**src/rtl/imem_loader_if.sv**
```systemverilog
// Stream-in / instruction-memory-write bundle for imem_loader.
// master: the producer/test side (drives the word stream, observes the write port).
// slave : the loader (accepts the stream, drives the write port).
interface imem_loader_if;
    logic        in_valid;
    logic [31:0] in_data;
    logic        in_ready;
    logic        imem_we;
    logic [31:0] imem_addr;
    logic [31:0] imem_wdata;

    modport master (
        output in_valid,
        output in_data,
        input  in_ready,
        input  imem_we,
        input  imem_addr,
        input  imem_wdata
    );

    modport slave (
        input  in_valid,
        input  in_data,
        output in_ready,
        output imem_we,
        output imem_addr,
        output imem_wdata
    );
endinterface

```
**src/rtl/imem_loader.sv**
```systemverilog
// imem_loader: fills the instruction memory from a valid/ready word stream
// (header N, N image words, optional checksum word) and holds the CPU in reset
// until a complete image has been written and has retired.
// Define IMEM_LOADER_CHKSUM_EN to require and verify the trailing checksum word;
// without it the loader goes straight from the last image word to FLUSH.
module imem_loader #(
    parameter logic [31:0] BASE_ADDR  = 32'h0000_3000,
    parameter int unsigned DEPTH_LOG2 = 12
) (
    input  logic                clk,
    input  logic                reset,
    input  logic                start,
    imem_loader_if.slave        bus,
    output logic                cpu_reset,
    output logic                busy,
    output logic                done,
    output logic                error,
    output logic [DEPTH_LOG2:0] words_loaded
);

    typedef enum logic [2:0] {
        S_IDLE  = 3'd0,
        S_HDR   = 3'd1,
        S_LOAD  = 3'd2,
        S_CHECK = 3'd3,
        S_FLUSH = 3'd4,
        S_DONE  = 3'd5,
        S_ERR   = 3'd6
    } state_e;

    localparam logic [31:0]         MAX_WORDS = 32'd1 << DEPTH_LOG2;
    localparam int unsigned         PAD_W     = 32 - DEPTH_LOG2 - 3;
    localparam logic [DEPTH_LOG2:0] CNT_ONE   = {{DEPTH_LOG2{1'b0}}, 1'b1};
    localparam logic [DEPTH_LOG2:0] CNT_ZERO  = {(DEPTH_LOG2 + 1){1'b0}};

    state_e              state_q, state_d;
    logic                imem_we_q, imem_we_d;
    logic [31:0]         imem_addr_q, imem_addr_d;
    logic [31:0]         imem_wdata_q, imem_wdata_d;
    logic [DEPTH_LOG2:0] n_words_q, n_words_d;
    logic [DEPTH_LOG2:0] words_loaded_q, words_loaded_d;
    logic                cpu_reset_q, cpu_reset_d;
    logic                busy_q, busy_d;
    logic                done_q, done_d;
    logic                error_q, error_d;
`ifdef IMEM_LOADER_CHKSUM_EN
    logic [31:0]         checksum_q, checksum_d;
`endif

    logic                in_ready_s;
    logic                xfer_s;
    logic                hdr_bad_s;
    logic [DEPTH_LOG2:0] words_inc_s;
    logic [31:0]         word_addr_s;

    // Ready is a pure state decode so the producer sees a stable handshake all cycle.
    assign in_ready_s  = (state_q == S_HDR) || (state_q == S_LOAD) || (state_q == S_CHECK);
    assign xfer_s      = bus.in_valid & in_ready_s;
    assign hdr_bad_s   = (bus.in_data == 32'd0) || (bus.in_data > MAX_WORDS);
    assign words_inc_s = words_loaded_q + CNT_ONE;
    // words_loaded doubles as the write index: word k lands at BASE_ADDR + 4*k.
    assign word_addr_s = BASE_ADDR + {{PAD_W{1'b0}}, words_loaded_q, 2'b00};

    assign bus.in_ready   = in_ready_s;
    assign bus.imem_we    = imem_we_q;
    assign bus.imem_addr  = imem_addr_q;
    assign bus.imem_wdata = imem_wdata_q;
    assign cpu_reset      = cpu_reset_q;
    assign busy           = busy_q;
    assign done           = done_q;
    assign error          = error_q;
    assign words_loaded   = words_loaded_q;

    // Next-state and next-output logic for the load sequencer.
    always_comb begin
        state_d        = state_q;
        imem_we_d      = 1'b0;
        imem_addr_d    = imem_addr_q;
        imem_wdata_d   = imem_wdata_q;
        n_words_d      = n_words_q;
        words_loaded_d = words_loaded_q;
        cpu_reset_d    = cpu_reset_q;
        done_d         = done_q;
        error_d        = error_q;
`ifdef IMEM_LOADER_CHKSUM_EN
        checksum_d     = checksum_q;
`endif

        case (state_q)
            S_IDLE, S_DONE, S_ERR: begin
                if (start) begin
                    state_d        = S_HDR;
                    cpu_reset_d    = 1'b1;
                    done_d         = 1'b0;
                    error_d        = 1'b0;
                    words_loaded_d = CNT_ZERO;
`ifdef IMEM_LOADER_CHKSUM_EN
                    checksum_d     = 32'd0;
`endif
                end else begin
                    state_d = state_q;
                end
            end

            S_HDR: begin
                if (xfer_s) begin
                    if (hdr_bad_s) begin
                        state_d = S_ERR;
                        error_d = 1'b1;
                    end else begin
                        n_words_d = bus.in_data[DEPTH_LOG2:0];
                        state_d   = S_LOAD;
                    end
                end else begin
                    state_d = S_HDR;
                end
            end

            S_LOAD: begin
                if (xfer_s) begin
                    imem_we_d      = 1'b1;
                    imem_addr_d    = word_addr_s;
                    imem_wdata_d   = bus.in_data;
                    words_loaded_d = words_inc_s;
`ifdef IMEM_LOADER_CHKSUM_EN
                    checksum_d     = checksum_q + bus.in_data;
                    if (words_inc_s == n_words_q) begin
                        state_d = S_CHECK;
                    end else begin
                        state_d = S_LOAD;
                    end
`else
                    if (words_inc_s == n_words_q) begin
                        state_d = S_FLUSH;
                    end else begin
                        state_d = S_LOAD;
                    end
`endif
                end else begin
                    state_d = S_LOAD;
                end
            end

`ifdef IMEM_LOADER_CHKSUM_EN
            S_CHECK: begin
                if (xfer_s) begin
                    if (bus.in_data == checksum_q) begin
                        state_d = S_FLUSH;
                    end else begin
                        state_d = S_ERR;
                        error_d = 1'b1;
                    end
                end else begin
                    state_d = S_CHECK;
                end
            end
`endif

            // One quiet cycle so the final write retires before the CPU is released.
            S_FLUSH: begin
                state_d     = S_DONE;
                done_d      = 1'b1;
                cpu_reset_d = 1'b0;
            end

            default: begin
                state_d     = S_IDLE;
                cpu_reset_d = 1'b1;
            end
        endcase

        busy_d = (state_d == S_HDR) || (state_d == S_LOAD) ||
                 (state_d == S_CHECK) || (state_d == S_FLUSH);
    end

    // State and registered-output flops; synchronous reset aborts any load in flight.
    always_ff @(posedge clk) begin
        if (reset) begin
            state_q        <= S_IDLE;
            imem_we_q      <= 1'b0;
            imem_addr_q    <= BASE_ADDR;
            imem_wdata_q   <= 32'd0;
            n_words_q      <= CNT_ZERO;
            words_loaded_q <= CNT_ZERO;
            cpu_reset_q    <= 1'b1;
            busy_q         <= 1'b0;
            done_q         <= 1'b0;
            error_q        <= 1'b0;
`ifdef IMEM_LOADER_CHKSUM_EN
            checksum_q     <= 32'd0;
`endif
        end else begin
            state_q        <= state_d;
            imem_we_q      <= imem_we_d;
            imem_addr_q    <= imem_addr_d;
            imem_wdata_q   <= imem_wdata_d;
            n_words_q      <= n_words_d;
            words_loaded_q <= words_loaded_d;
            cpu_reset_q    <= cpu_reset_d;
            busy_q         <= busy_d;
            done_q         <= done_d;
            error_q        <= error_d;
`ifdef IMEM_LOADER_CHKSUM_EN
            checksum_q     <= checksum_d;
`endif
        end
    end

endmodule

```
**src/flat_wrapper.sv**
```systemverilog
// flat-port wrapper written by rule: the top's interface ports become plain ports
module imem_loader_flat 
#(
    parameter logic [31:0] BASE_ADDR  = 32'h0000_3000,
    parameter int unsigned DEPTH_LOG2 = 12
)
  (clk, reset, start, cpu_reset, busy, done, error, words_loaded, bus_in_valid, bus_in_data, bus_in_ready, bus_imem_we, bus_imem_addr, bus_imem_wdata);
  imem_loader_if bus_i ();
  input  logic clk;
  input  logic reset;
  input  logic start;
  output logic cpu_reset;
  output logic busy;
  output logic done;
  output logic error;
  output logic [DEPTH_LOG2:0] words_loaded;
  input wire logic [$bits(bus_i.in_valid)-1:0] bus_in_valid;
  input wire logic [$bits(bus_i.in_data)-1:0] bus_in_data;
  output wire logic [$bits(bus_i.in_ready)-1:0] bus_in_ready;
  output wire logic [$bits(bus_i.imem_we)-1:0] bus_imem_we;
  output wire logic [$bits(bus_i.imem_addr)-1:0] bus_imem_addr;
  output wire logic [$bits(bus_i.imem_wdata)-1:0] bus_imem_wdata;
  assign bus_i.in_valid = bus_in_valid;
  assign bus_i.in_data = bus_in_data;
  assign bus_in_ready = bus_i.in_ready;
  assign bus_imem_we = bus_i.imem_we;
  assign bus_imem_addr = bus_i.imem_addr;
  assign bus_imem_wdata = bus_i.imem_wdata;
  imem_loader #(.BASE_ADDR(BASE_ADDR), .DEPTH_LOG2(DEPTH_LOG2)) u_core (.clk(clk), .reset(reset), .start(start), .bus(bus_i), .cpu_reset(cpu_reset), .busy(busy), .done(done), .error(error), .words_loaded(words_loaded));
endmodule
```
**config.mk**
```make
export PLATFORM = sky130hd
export DESIGN_NAME = imem_loader_flat
export DESIGN_NICKNAME = d
export VERILOG_FILES = /design/src/rtl/imem_loader_if.sv /design/src/rtl/imem_loader.sv /design/src/flat_wrapper.sv
export SDC_FILE = /design/constraint.sdc
export NUM_CORES = 1
export LEC_CHECK = 0
export BUFFER_PORTS_ARGS = -buffer_cell sky130_fd_sc_hd__buf_2
export CAP_MARGIN = 10
export CELL_PAD_IN_SITES_DETAIL_PLACEMENT = 0
export CELL_PAD_IN_SITES_GLOBAL_PLACEMENT = 1
export CORE_UTILIZATION = 39
export DETAILED_ROUTE_END_ITERATION = 10
export GPL_TIMING_DRIVEN = 0
export PLACE_DENSITY_LB_ADDON = 0.12
export SLEW_MARGIN = 0
export SYNTH_ARGS = -nofsm -noshare
export SYNTH_HDL_FRONTEND = slang
export SYNTH_SLANG_ARGS = --single-unit
```
**constraint.sdc**
```tcl
create_clock -name clk -period 5.1 [get_ports clk]
set_input_delay 0.255 -clock clk [delete_from_list [all_inputs] [get_ports clk]]
set_output_delay 0.255 -clock clk [all_outputs]
set_load 0.05 [all_outputs]
```
==> impl_metrics.yaml <==
global_routing:
  track_usage_pct: 21.6
  antenna_found_initial: 0
  grt_overflow: 0
  busiest_layer: "met2"
  use_met3_pct: 4.85
  grt_pass1_vias: 3458
  grt_pass1_wl_microns: 17000
  use_met1_pct: 27.8
  grt_max_degree: 15
  grt_use_met2_pct: 35.7
sta:
  finalHoldViolCount: 0
  drv_slew: 0
  relSlewSlack_pct: 58.7
  worst_slew_pin_slew_ns: 0.619
  tns_ns: 0
  setup_viol: 0
  rsz0062_at_grt: "no"
  hold_ws_ns: 0.142
  min_period_ns: 2.49
  finalCritPeriodShare_pct: 48.8
  fmax_mhz: 402
  skew_ns: 0.0114
finish:
  num_antenna_cells: 0
  nets: 656
  final_layout_size_suffix_gt1_share_pct: 24.4
  final_util_pct: 50.6
  area_growth_pct: 24.2
  design_area_sq_um: 4720
floorplan:
  rows: 35
  die_area_sq_um: 10100
  start_util_pct: 40.7
  die_h_microns: 101
  core-area_sq_um: 9330
  fp.dieW_microns: 101
  io_pins: 119
detailed_routing:
  wire_per_inst_microns: 14.0
  final_antenna_net_count: 0
  wl_microns: 10500
  avgViaCountPerCell: 4.94
  drt-initial-drc-count: 140
  drtPass1Iterations: 5
  num_vias: 3711
  drc: 0
synthesis:
  yosysUniqueCellTypes: 46
  netlist_instances: 491
  synth.most_common_cell: "nand2_1"
  synthFlopType: "dfxtp_1"
  ys_top_cells_by_count: "nand2_1, dfxtp_1, a21oi_1, nor2_1, buf_4"
  syn_area_sq_um: 3800
  yosys_warnings: 0
  yosysTopAreaCellShare_pct: 42.2
  ys_seq_area_share_pct: 42.2
  syn_area_per_cell_sq_um: 7.74
  synth_seq_cells: 80
  synth-edff-count: 0
  synthArstFlopShare_pct: 0
  yosysTopAreaCell: "dfxtp_1"
  synthTopCellsByArea: "dfxtp_1, nand2_1, a21oi_1"
power_and_ir_drop:
  ir_drop_v: 0.000143
  p_leak_uw: 0.00212
  power.density_nw_per_um2: 278
clocking:
  cts.repair.resized: 0
  clk_latency_ns: 0.35
  cts_setup_buffers: 0
  cts_made_buffers: 9
  root_buffer: "clkbuf_8"
  path_clk_slew_ns: 0.09
  htreeDepth: 3
  clockBufferDepth: 2
  cts.sinks: 80
  cts_tree: "built"
  cts_hold_buffers: 0
critical_path:
  worstPathRequired_ns: 5.33
  criticalPathCategory: "flop to flop"
  cp-startpoint: "u_core.words_loaded[0]"
  cp_data_arrival_time_ns: 2.72
  critPathCaptureType: "flop"
  r2r_slack_ns: 2.61
  worstRegToRegCells: 7
  r2r-start: "u_core.words_loaded[0]"
  critPathLaunchType: "flop"
  endpoint: "u_core.state_q[1]"
  rr_endpoint: "u_core.state_q[1]"
  critPathMaxFanout: 9
placed_design:
  globalplace.congestion: 0.849
  dp_hpwl_microns: 8010
  place_area_sq_um: 4510
  port_buffers: 98
flow_run:
  cap_viol_max_count: 0
worst_hold_path:
  hold_class: "primary input to flop"
run_status:
  status: "completed"
-- cell families after synthesis --
kind of cell               Yosys count  synth area share, %
AOI/OAI and AO/OA                  109                 16.2
xor gates and xnor gates            12                 2.77
adders and majority gates            4                 1.25
buffers and inverters               71                 10.2
DFF                                 80                 42.2
muxes                               14                 3.69
other                                1               0.0987
and+or+nand+nor                    200                 23.6
-- flip-flops by register name, indices dropped and copies added, names as in the netlist --
name                   cells
u_core.n_words_q          13
u_core.bus.imem_addr      14
u_core.done                1
u_core.cpu_reset           1
u_core.error               1
u_core.bus.imem_we         1
u_core.state_q             3
u_core.bus.imem_wdata     32
u_core.words_loaded       13
u_core.busy                1
-- layout make-up --
class | count | area, sq um
plain buffers | 60 | 347
clock inverters | 6 | 65.1
multi-input cells | 357 | 1870
repair buffers | 98 | 490
well taps | 129 | 161
inverters | 11 | 41.3
flip-flops and latches | 80 | 1600
clock buffers | 10 | 138
fillers | 984 | 4610
-- cell usage in the layout (no fill, tap or decap), types with 4 or more instances in the layout --
master,instances
nor2_1,45
xor2_1,7
o22ai_1,4
o21ai_0,16
nand3_1,18
nand4_1,5
conb_1,18
nor4_1,8
nand2b_1,5
clkbuf_1,26
nor2b_1,4
or3_1,4
xnor2_1,5
inv_1,11
mux2i_1,14
nand2_1,97
a21oi_1,69
buf_2,102
clkbuf_8,10
buf_4,29
nor3_1,5
dfxtp_1,80
-- critical path, stage by stage, from the launching register on --
cell       delay, ns
dfxtp_1         0.55
ha_1            0.38
nand3_1         0.21
or4_1           0.45
a21oi_1         0.15
o2111ai_1       0.18
nor4_2          0.31
o22ai_1         0.14
-- where the power goes --
| group | internal (uW) | total [uW] | leakage, uW | switching [uW] |
|---|---|---|---|---|
| logic | 46.7 | 181 | 0.00137 | 134 |
| registers | 635 | 643 | 0.000646 | 7.32 |
| clock network | 242 | 487 | 0.000103 | 245 |
-- how the worst min path moves through the flow --
stage               slack, ns  cells after the start                        end                       from
floorplan                0.39                      2   u_core.bus.imem_wdata[0]             bus_in_data[0]
global placement         0.44                      2  u_core.bus.imem_wdata[24]  u_core.bus.imem_wdata[24]
detailed placement       0.44                      2  u_core.bus.imem_wdata[14]  u_core.bus.imem_wdata[14]
CTS                      0.13                      3  u_core.bus.imem_wdata[16]            bus_in_data[16]
global route             0.13                      3  u_core.bus.imem_wdata[16]            bus_in_data[16]
finish                   0.14                      3  u_core.bus.imem_wdata[23]            bus_in_data[23]
-- per-layer routing --
layer | up-vias | part of all wire, %
li1 | 1877 | -
met1 | 1701 | 46
met2 | 115 | 47
met3 | 18 | 5.5
met4 | 0 | 1.9
met5 | - | 0
-- per-stage QoR --
stage / cells / power [uW] / setup WS, ns
final: 751 / 1310 / 2.61
after global routing: 751 / 1360 / 2.45
after CTS: 751 / 1320 / 2.62
after detailed placement: 735 / 837 / 2.62
after global placement: 735 / 835 / 2.62
after floorplan: 508 / 786 / 3.06
Power figures use the tool's default switching activity.
